--- src/rtl/vga_pixel_assembler_if.sv ---
`default_nettype none
// ============================================================================
//  Module      : vga_pixel_assembler_if
//  Description : Bundle between the RAM reader / VGA stage side and the pixel
//                assembler.
//                  byte_in      - byte returned by the frame-buffer reader
//                  refresh_data - byte request towards the reader
//                  pixel_req    - one-cycle pop strobe from the VGA stage
//                  rgb          - popped pixel {R,G,B}
//                  pixel_valid  - rgb holds a real pixel this cycle
//                  underflow    - sticky empty-pop flag
//                  fifo_level   - pixel FIFO occupancy
//                  frame_done   - pulse on the last pixel of a frame
//                The assembler connects through the slave modport; the
//                environment (reader + VGA stage) uses the master modport.
//  Revision    : 1.0  initial release
// ============================================================================
interface vga_pixel_assembler_if #(
    parameter int FIFO_DEPTH = 4
);
    localparam int LEVEL_W = $clog2(FIFO_DEPTH) + 1;

    logic [7:0]         byte_in;
    logic               refresh_data;
    logic               pixel_req;
    logic [23:0]        rgb;
    logic               pixel_valid;
    logic               underflow;
    logic [LEVEL_W-1:0] fifo_level;
    logic               frame_done;

    modport master (
        output byte_in,
        output pixel_req,
        input  refresh_data,
        input  rgb,
        input  pixel_valid,
        input  underflow,
        input  fifo_level,
        input  frame_done
    );

    modport slave (
        input  byte_in,
        input  pixel_req,
        output refresh_data,
        output rgb,
        output pixel_valid,
        output underflow,
        output fifo_level,
        output frame_done
    );
endinterface
`default_nettype wire

--- src/rtl/vga_pixel_assembler.sv ---
`default_nettype none
// ============================================================================
//  Module      : vga_pixel_assembler
//  Description : Requests bytes from the frame-buffer reader (R, G, B per
//                pixel), packs them into 24-bit pixels, buffers them in a
//                small FIFO and pops them for the VGA output stage.
//  Ports       : clk  - clock
//                rst  - synchronous active-high reset
//                bus  - vga_pixel_assembler_if.slave (byte_in, pixel_req in;
//                       refresh_data, rgb, pixel_valid, underflow,
//                       fifo_level, frame_done out)
//  Revision    : 1.0  initial release
// ============================================================================
module vga_pixel_assembler #(
    parameter int REQ_HOLD       = 4,
    parameter int RELEASE_CYCLES = 2,
    parameter int FIFO_DEPTH     = 4,
    parameter int FRAME_PIXELS   = 1024 * 768
) (
    input  wire logic             clk,
    input  wire logic             rst,
    vga_pixel_assembler_if.slave  bus
);
    localparam int ADDR_W  = $clog2(FIFO_DEPTH);
    localparam int LEVEL_W = ADDR_W + 1;
    localparam int FRAME_W = $clog2(FRAME_PIXELS);

    // ------------------------------------------------------------------
    // Elaboration-time parameter checks
    // ------------------------------------------------------------------
    if (REQ_HOLD < 3 || REQ_HOLD > 15) begin : g_chk_req_hold
        $error("vga_pixel_assembler: REQ_HOLD must be in 3..15");
    end
    if (RELEASE_CYCLES < 1 || RELEASE_CYCLES > 15) begin : g_chk_release
        $error("vga_pixel_assembler: RELEASE_CYCLES must be in 1..15");
    end
    if (FIFO_DEPTH < 2 || (FIFO_DEPTH & (FIFO_DEPTH - 1)) != 0) begin : g_chk_depth
        $error("vga_pixel_assembler: FIFO_DEPTH must be a power of 2, >= 2");
    end
    if (FRAME_PIXELS < 2) begin : g_chk_frame
        $error("vga_pixel_assembler: FRAME_PIXELS must be >= 2");
    end

    // ------------------------------------------------------------------
    // Fetch FSM
    // refresh_data is high for REQ_HOLD cycles: REQ_HOLD-1 cycles in REQ
    // plus the CAPTURE cycle. byte_in is sampled on the edge leaving the
    // last REQ cycle, so one byte takes REQ_HOLD+1+RELEASE_CYCLES cycles
    // including the IDLE decision cycle.
    // ------------------------------------------------------------------
    typedef enum logic [1:0] {
        S_IDLE    = 2'd0,
        S_REQ     = 2'd1,
        S_CAPTURE = 2'd2,
        S_RELEASE = 2'd3
    } state_t;

    state_t             state_q, state_d;
    logic [3:0]         cnt_q, cnt_d;
    logic [1:0]         idx_q, idx_d;
    logic [7:0]         part_r_q, part_g_q;
    logic               capture;
    logic               push;
    logic               pop;

    logic [23:0]        mem_q [FIFO_DEPTH];
    logic [ADDR_W-1:0]  wr_ptr_q, rd_ptr_q;
    logic [LEVEL_W-1:0] count_q;

    logic [23:0]        rgb_q;
    logic               valid_q;
    logic               underflow_q;
    logic [FRAME_W-1:0] frame_cnt_q;
    logic               frame_done_q;

    always_comb begin
        state_d = state_q;
        cnt_d   = cnt_q;
        idx_d   = idx_q;
        capture = 1'b0;
        case (state_q)
            S_IDLE: begin
                // A new pixel only starts when the FIFO has room for it,
                // which is what keeps a push from ever hitting a full FIFO.
                if (idx_q != 2'd0 || count_q < LEVEL_W'(FIFO_DEPTH)) begin
                    state_d = S_REQ;
                    cnt_d   = 4'd0;
                end
            end
            S_REQ: begin
                if (cnt_q == 4'(REQ_HOLD - 2)) begin
                    state_d = S_CAPTURE;
                    capture = 1'b1;
                    idx_d   = (idx_q == 2'd2) ? 2'd0 : idx_q + 2'd1;
                end else begin
                    cnt_d = cnt_q + 4'd1;
                end
            end
            S_CAPTURE: begin
                state_d = S_RELEASE;
                cnt_d   = 4'd0;
            end
            S_RELEASE: begin
                if (cnt_q == 4'(RELEASE_CYCLES - 1)) begin
                    state_d = S_IDLE;
                end else begin
                    cnt_d = cnt_q + 4'd1;
                end
            end
            default: state_d = S_IDLE;
        endcase
    end

    assign push = capture && (idx_q == 2'd2);
    assign pop  = bus.pixel_req && (count_q != '0);

    always_ff @(posedge clk) begin
        if (rst) begin
            state_q  <= S_IDLE;
            cnt_q    <= 4'd0;
            idx_q    <= 2'd0;
            part_r_q <= 8'd0;
            part_g_q <= 8'd0;
        end else begin
            state_q <= state_d;
            cnt_q   <= cnt_d;
            idx_q   <= idx_d;
            if (capture && idx_q == 2'd0) part_r_q <= bus.byte_in;
            if (capture && idx_q == 2'd1) part_g_q <= bus.byte_in;
        end
    end

    // ------------------------------------------------------------------
    // Pixel FIFO; the blue byte goes straight from byte_in into storage.
    // ------------------------------------------------------------------
    always_ff @(posedge clk) begin
        if (push) mem_q[wr_ptr_q] <= {part_r_q, part_g_q, bus.byte_in};
    end

    always_ff @(posedge clk) begin
        if (rst) begin
            wr_ptr_q <= '0;
            rd_ptr_q <= '0;
            count_q  <= '0;
        end else begin
            if (push) wr_ptr_q <= wr_ptr_q + ADDR_W'(1);
            if (pop)  rd_ptr_q <= rd_ptr_q + ADDR_W'(1);
            case ({push, pop})
                2'b10:   count_q <= count_q + LEVEL_W'(1);
                2'b01:   count_q <= count_q - LEVEL_W'(1);
                default: count_q <= count_q;
            endcase
        end
    end

    // ------------------------------------------------------------------
    // Pop output stage and frame counter
    // ------------------------------------------------------------------
    always_ff @(posedge clk) begin
        if (rst) begin
            rgb_q        <= 24'd0;
            valid_q      <= 1'b0;
            underflow_q  <= 1'b0;
            frame_cnt_q  <= '0;
            frame_done_q <= 1'b0;
        end else begin
            frame_done_q <= 1'b0;
            valid_q      <= 1'b0;
            if (bus.pixel_req) begin
                if (count_q != '0) begin
                    rgb_q   <= mem_q[rd_ptr_q];
                    valid_q <= 1'b1;
                end else begin
                    rgb_q       <= 24'd0;
                    underflow_q <= 1'b1;
                end
                // Counts every strobe, valid or not, so frame alignment
                // survives an underflow.
                if (frame_cnt_q == FRAME_W'(FRAME_PIXELS - 1)) begin
                    frame_cnt_q  <= '0;
                    frame_done_q <= 1'b1;
                end else begin
                    frame_cnt_q <= frame_cnt_q + FRAME_W'(1);
                end
            end
        end
    end

    assign bus.refresh_data = (state_q == S_REQ) || (state_q == S_CAPTURE);
    assign bus.rgb          = rgb_q;
    assign bus.pixel_valid  = valid_q;
    assign bus.underflow    = underflow_q;
    assign bus.fifo_level   = count_q;
    assign bus.frame_done   = frame_done_q;

endmodule
`default_nettype wire

--- src/flat_wrapper.sv ---
// flat-port wrapper written by rule: the top's interface ports become plain ports
module vga_pixel_assembler_flat 
#(
    parameter int REQ_HOLD       = 4,
    parameter int RELEASE_CYCLES = 2,
    parameter int FIFO_DEPTH     = 4,
    parameter int FRAME_PIXELS   = 1024 * 768
)
  (clk, rst, bus_byte_in, bus_pixel_req, bus_refresh_data, bus_rgb, bus_pixel_valid, bus_underflow, bus_fifo_level, bus_frame_done);
  vga_pixel_assembler_if #(.FIFO_DEPTH(FIFO_DEPTH)) bus_i ();
  input  wire logic clk;
  input  wire logic rst;
  input wire logic [$bits(bus_i.byte_in)-1:0] bus_byte_in;
  input wire logic [$bits(bus_i.pixel_req)-1:0] bus_pixel_req;
  output wire logic [$bits(bus_i.refresh_data)-1:0] bus_refresh_data;
  output wire logic [$bits(bus_i.rgb)-1:0] bus_rgb;
  output wire logic [$bits(bus_i.pixel_valid)-1:0] bus_pixel_valid;
  output wire logic [$bits(bus_i.underflow)-1:0] bus_underflow;
  output wire logic [$bits(bus_i.fifo_level)-1:0] bus_fifo_level;
  output wire logic [$bits(bus_i.frame_done)-1:0] bus_frame_done;
  assign bus_i.byte_in = bus_byte_in;
  assign bus_i.pixel_req = bus_pixel_req;
  assign bus_refresh_data = bus_i.refresh_data;
  assign bus_rgb = bus_i.rgb;
  assign bus_pixel_valid = bus_i.pixel_valid;
  assign bus_underflow = bus_i.underflow;
  assign bus_fifo_level = bus_i.fifo_level;
  assign bus_frame_done = bus_i.frame_done;
  vga_pixel_assembler #(.REQ_HOLD(REQ_HOLD), .RELEASE_CYCLES(RELEASE_CYCLES), .FIFO_DEPTH(FIFO_DEPTH), .FRAME_PIXELS(FRAME_PIXELS)) u_core (.clk(clk), .rst(rst), .bus(bus_i));
endmodule
--- config.mk ---
export PLATFORM = sky130hd
export DESIGN_NAME = vga_pixel_assembler_flat
export DESIGN_NICKNAME = d
export VERILOG_FILES = /design/src/rtl/vga_pixel_assembler_if.sv /design/src/rtl/vga_pixel_assembler.sv /design/src/flat_wrapper.sv
export SDC_FILE = /design/constraint.sdc
export NUM_CORES = 1
export LEC_CHECK = 0
export BUFFER_PORTS_ARGS = -buffer_cell sky130_fd_sc_hd__buf_2
export CAP_MARGIN = 0
export CELL_PAD_IN_SITES_DETAIL_PLACEMENT = 1
export CELL_PAD_IN_SITES_GLOBAL_PLACEMENT = 2
export CORE_UTILIZATION = 43
export DETAILED_ROUTE_END_ITERATION = 10
export GPL_ROUTABILITY_DRIVEN = 0
export PLACE_DENSITY_LB_ADDON = 0.1
export SETUP_SLACK_MARGIN = 0.1
export SLEW_MARGIN = 20
export SYNTH_ARGS = -nofsm -noshare
export SYNTH_HDL_FRONTEND = slang
export SYNTH_SLANG_ARGS = --single-unit
--- constraint.sdc ---
create_clock -name clk -period 3.27 [get_ports clk]
set_clock_uncertainty 0.15 [all_clocks]
set_input_delay 0.4905 -clock clk [delete_from_list [all_inputs] [get_ports clk]]
set_output_delay 0.4905 -clock clk [all_outputs]
set_load 0.02 [all_outputs]
# == After elaboration in Yosys (flattened, before gate mapping) ==
# Memory sizes are Yosys's and may differ from the RTL's. A register that Yosys moved wholly into a read port is not among the register bits.
# Index checks and enable logic that the tools add are counted.
# totals
regBits,78
output_inout_bits,31
wordCells,75
mem_count,1
mem_bits_rw,96
inputBits,11
# mem_list
name,depth,word_bits,rd,rd_clocked_by_memory_dff,write_ports,line_no,text
u_core.mem_q,4,24,1,1,1,vga_pixel_assembler.sv:66,logic [23:0] mem_q [FIFO_DEPTH];
# op_classes
eq_ne,15
bitwise,2
n_mux,20
magnitude_cmp,1
n_reduce_logical,16
add_sub_neg,7
# op_table
cell,count
$mux W24,1
$add A20 B1 Y20 const B,1
$eq A20 B20 Y1 const B,1
$mux W20,1
$pmux W4 S4,1
$mux W2,6
$mux W4,3
$eq A2 B2 Y1 const B,4
$pmux W2 S4,1
$add A2 B1 Y2 const B,3
$eq A2 B1 Y1 const B,3
$mux W1,6
$ne A2 B1 Y1 const B,3
$pmux W3 S2,1
$reduce_and A3 Y1,2
$add A4 B1 Y4 const B,1
$eq A4 B1 Y1 const B,1
$eq A4 B2 Y1 const B,1
$logic_and A1 B1 Y1,4
$logic_not A2 Y1,2
$ne A2 B2 Y1 const B,2
$reduce_and A2 Y1,2
$reduce_bool A2 Y1,2
$add A3 B1 Y3 const B,1
6 further kinds,8

# == Depth between registers and ports, before layout ==
# depth
depth_word,6
depth_mapped,11
ltp_nobuf,11

# == Worst setup path before layout ==
# No wires, ideal clock.
# synth_path
path_type,reg2reg
start,register u_core.state_q[1]
end,memory u_core.mem_q[0][0] (enable)
arrival_ns,1.827
required_time_ns,2.737
path_stages_with_launch,6
period_less_slack_ns,2.360
slack_ns,0.910
path_buffers,0
setup_time_ns,0.383
cell_sequence,dfxtp_1 -> inv_1 -> ha_1 -> nand4bb_1 -> nor3b_2 -> and2_1
# synth_via
elab_chain_len,5
# synth_lines
element,line_no,text
"start, declared",vga_pixel_assembler.sv:58,"state_t state_q, state_d;"
"start signal, assigned",vga_pixel_assembler.sv:125,state_q <= state_d;
$eq A2 B1 Y1,vga_pixel_assembler.sv:81,case (state_q)
$mux W1,vga_pixel_assembler.sv:81,
$logic_and A1 B1 Y1,vga_pixel_assembler.sv:114,assign push = capture && (idx_q == 2'd2);
$mux W1,vga_pixel_assembler.sv:137,"if (push) mem_q[wr_ptr_q] <= {part_r_q, part_g_q, bus.byte_in};"
$mux W1 (not written as such),vga_pixel_assembler.sv:137,
"end, declared",vga_pixel_assembler.sv:66,
# Every way passes these cells.

# == Worst setup path in the final report ==
# layout_path
start,register u_core.state_q[1]
end,"register u_core.count_q[2], in the netlist u_core.bus.fifo_level[2]"
# layout_via
elab_chain_len,5
word_cells_on_any_way,7
classes_between,3 x eq/ne; 2 x mux; 2 x reduce/logical
# layout_lines
element,line_no,text
$eq A2 B1 Y1 (*),vga_pixel_assembler.sv:81,
$mux W1 (*),vga_pixel_assembler.sv:81,
$logic_and A1 B1 Y1 (*),vga_pixel_assembler.sv:114,
$eq A2 B1 Y1 / $eq A2 B2 Y1 (equally long branches),vga_pixel_assembler.sv:148,"case ({push, pop})"
$pmux W3 S2 / $reduce_bool A2 Y1 (equally long branches),n/a,
"end signal, assigned",vga_pixel_assembler.sv:149,2'b10: count_q <= count_q + LEVEL_W'(1);
"end signal, assigned",vga_pixel_assembler.sv:150,2'b01: count_q <= count_q - LEVEL_W'(1);
"end signal, assigned",vga_pixel_assembler.sv:151,default: count_q <= count_q;
"end, declared",vga_pixel_assembler.sv:68,logic [LEVEL_W-1:0] count_q;
# Mark *: on every way between the ends. The rest lies on a longest branch, timed or not.
# A chain may end at the register's enable or synchronous reset.

==> metrics <==
io pins=42; Post-synth EDFFs=96; Leak=2.720 nW; commonest non-fill, non-tap cell in the layout=edfxtp_1; CP required=3.48 ns; Critical path origin=u_core.state_q[1]; Syn Inst Count=453; final net count=531; Post-synth ARST share=0%; cts repair resizes=0; GRT Total Usage=18.11%; run status=finished, final reports clean; core area=0.01520 mm2; WP data arrival=2.86 ns; Worst R2R Path Depth=11; initial antenna violation count=0; Worst Setup Start Kind=register; pin count of the biggest net entering global routing=26; Final WS setup=0.6128 ns; max-slew violation count=0; hold_ws=0.1708 ns; fin area=0.007717 mm2; Reg clk slew, reported paths=0.07 ns; fraction of layout cells with a size suffix above 1=22.20%; WS Path Type=reg -> reg; die area=0.01610 mm2; Initial Util=44.11%; CTS sink cnt=176; antenna diode count=0; endpoints failing setup=0; CTS Root Cell=clkbuf_16; yosys warns=0; Area growth syn-to-layout=15.10%; Power Dens Cells=591.2 mW/mm2; via count=3809; worst min path class=in -> reg; ANT nets after route=0; clock network fraction of design power=42.9%; Synth Flop Type=edfxtp_1; Final Hold Vio Count=0; placed cells=674; Logic pwr share=5.3%; register area share after synthesis=66.88%; reg2reg end=u_core.bus.fifo_level[2]; sequential power share=51.8%; Worst setup EP type=register; Met1 Wirelength=5.848 mm; switching pwr=1.009 mW; maximum buffer depth of the clock tree=2; H-tree levels=4; first-pass GRT wire length=21.51 mm; Peak VDD IR=0.3647 mV; Critical Path End=u_core.bus.fifo_level[2]; DR iter-0 viols=213; Final Power=4.562 mW; crit-path max FO=7; cts bufs inserted=17; slew of the pin with the lowest slew margin=0.7808 ns; Final Cycle Share=81.26%; internal reg-to-reg setup slack=0.61 ns; DRC errors left=0; Core Util, Final=50.77%; Die Wd=126.9 um; Setup Fix Bufs, Post-CTS=0; cell area after synthesis=0.006705 mm2; max_slew headroom=47.94%; metal3 WL=293 um; vias per cell=5.395; post-DR wirelength/cell=18.54 um; post-placement setup slack=0.5861 ns; Critical R2R Launch=u_core.state_q[1]; commonest cells after routing, fill and taps aside=96 x edfxtp_1, 80 x dfxtp_1, 49 x nor2_1, 41 x buf_2; WL final=13.09 mm; I/O Buffers=41; vias in the first global route=4053; Hold Buf Count CTS=0; flops & latches, synth=176; Area after DPL=0.007148 mm2; clk_lat worst skew=0.43 ns; FILL cells=1492; DP HPWL=8.218 mm; CTS tree=built; post-synth cell types=45; P_int=3.554 mW; count of non-filler cells in the finished layout=706; RSZ-0062 raised after global routing=false; syn_nets=479; Max Used Layer=met4; remaining global-route overflow=0; Fmax=376.3 MHz; Avg Inst Size Synth=14.80 um2; met2 wire length=6.764 mm; Final Critical Period=2.657 ns; switching share of power=22.11%; row cnt=45; Pre-antenna DRT Iters=5; Max Cap Viol=0; sum of negative setup slack=0 ns; die height=126.9 um
-- cell usage after synthesis (2+ instances only) --
| cell type | n | area share, % |
|---|---|---|
| edfxtp_1 | 96 | 43 |
| dfxtp_1 | 80 | 24 |
| nor2_1 | 50 | 2.8 |
| a22o_1 | 24 | 3.1 |
| mux4_2 | 24 | 8.1 |
| mux2i_1 | 19 | 2.8 |
| inv_1 | 18 | 1.0 |
| ha_1 | 14 | 2.6 |
| a21oi_1 | 12 | 0.90 |
| nand2_1 | 11 | 0.62 |
| xnor2_1 | 11 | 1.4 |
| clkbuf_1 | 10 | 0.56 |
| or3_1 | 10 | 0.93 |
| o21ai_0 | 8 | 0.60 |
| xor2_1 | 7 | 0.91 |
| nor3_1 | 6 | 0.45 |
| nand3_1 | 5 | 0.37 |
| nand4_1 | 5 | 0.47 |
| and2_1 | 4 | 0.37 |
| buf_2 | 4 | 0.30 |
| buf_1 | 3 | 0.17 |
| nor4_1 | 3 | 0.28 |
| a311oi_1 | 2 | 0.26 |
| nor4bb_1 | 2 | 0.30 |
| o32ai_1 | 2 | 0.26 |
| or2_2 | 2 | 0.19 |
| or3b_2 | 2 | 0.26 |
| or4_1 | 2 | 0.22 |
-- power by group through the flow --
stage | Clock [mW] | Sequential (mW) | Combinational, mW
CTS | 2.01 | 2.37 | 0.247
detailed placement | 0 | 2.41 | 0.247
floorplan | 0 | 2.41 | 0.175
global route | 2.09 | 2.37 | 0.279
finish | 1.96 | 2.36 | 0.241
global placement | 0 | 2.41 | 0.236
-- critical path: stages, from the launching register on --
cell	delay (ns)
dfxtp_1	0.34
inv_1	0.11
ha_1	0.24
nand4bb_1	0.22
nor3b_2	0.45
inv_1	0.09
ha_1	0.23
inv_1	0.08
fa_1	0.17
xor2_1	0.07
or3_1	0.31
a21oi_1	0.14
-- cell families after synthesis --
| group | count (synthesis) | synth area share, % |
|---|---|---|
| fa+ha+maj | 15 | 2.911 |
| mux | 43 | 10.90 |
| xor+xnor | 18 | 2.351 |
| buf+inv | 36 | 2.202 |
| flops | 176 | 66.88 |
| simple gates | 109 | 8.490 |
| compound gates | 56 | 6.270 |
-- routing by layer --
metal  vias to the layer above  global-route usage (%)
met1                      1938                   21.98
met5                         -                       0
li1                       1805                       -
met3                        15                   4.133
met2                        51                   31.25
met4                         0                   7.353
-- cell type report --
cell class | instances | area, um2 | area share [%]
sequential | 176 | 4484 | 58.11
multi-input combinational | 241 | 2081 | 26.96
clock buffer | 18 | 429.2 | 5.561
timing repair buffer | 51 | 280.3 | 3.632
tap | 188 | 235.2 | 3.048
clock inverter | 14 | 140.1 | 1.816
inverter | 18 | 67.56 | 0.8755
-- state kept, by name (all words and copies together), names as in the netlist, named ones only --
register / count
u_core.bus.rgb: 24
u_core.cnt_q: 4
u_core.rd_ptr_q: 2
u_core.mem_q: 96
u_core.frame_cnt_q: 20
u_core.bus.underflow: 1
u_core.state_q: 2
u_core.bus.fifo_level: 3
u_core.part_g_q: 8
u_core.part_r_q: 8
u_core.idx_q: 2
u_core.wr_ptr_q: 2
u_core.bus.pixel_valid: 1
u_core.bus.frame_done: 1
-- worst min path at each step --
stage | from | endpoint | cells past startpoint | slack (ns)
2_1_floorplan | u_core.frame_cnt_q[17] | u_core.frame_cnt_q[17] | 2 | 0.31
3_3_place_gp | u_core.bus.rgb[20] | u_core.bus.rgb[20] | 1 | 0.31
3_5_place_dp | u_core.bus.underflow | u_core.bus.underflow | 2 | 0.31
4_1_cts | bus_byte_in[4] | u_core.mem_q[0][4] | 1 | 0.15
5_1_grt | bus_byte_in[4] | u_core.mem_q[0][4] | 1 | 0.17
6_report | bus_byte_in[2] | u_core.mem_q[0][2] | 1 | 0.17
Note: power is estimated with default switching activity, not from simulation.
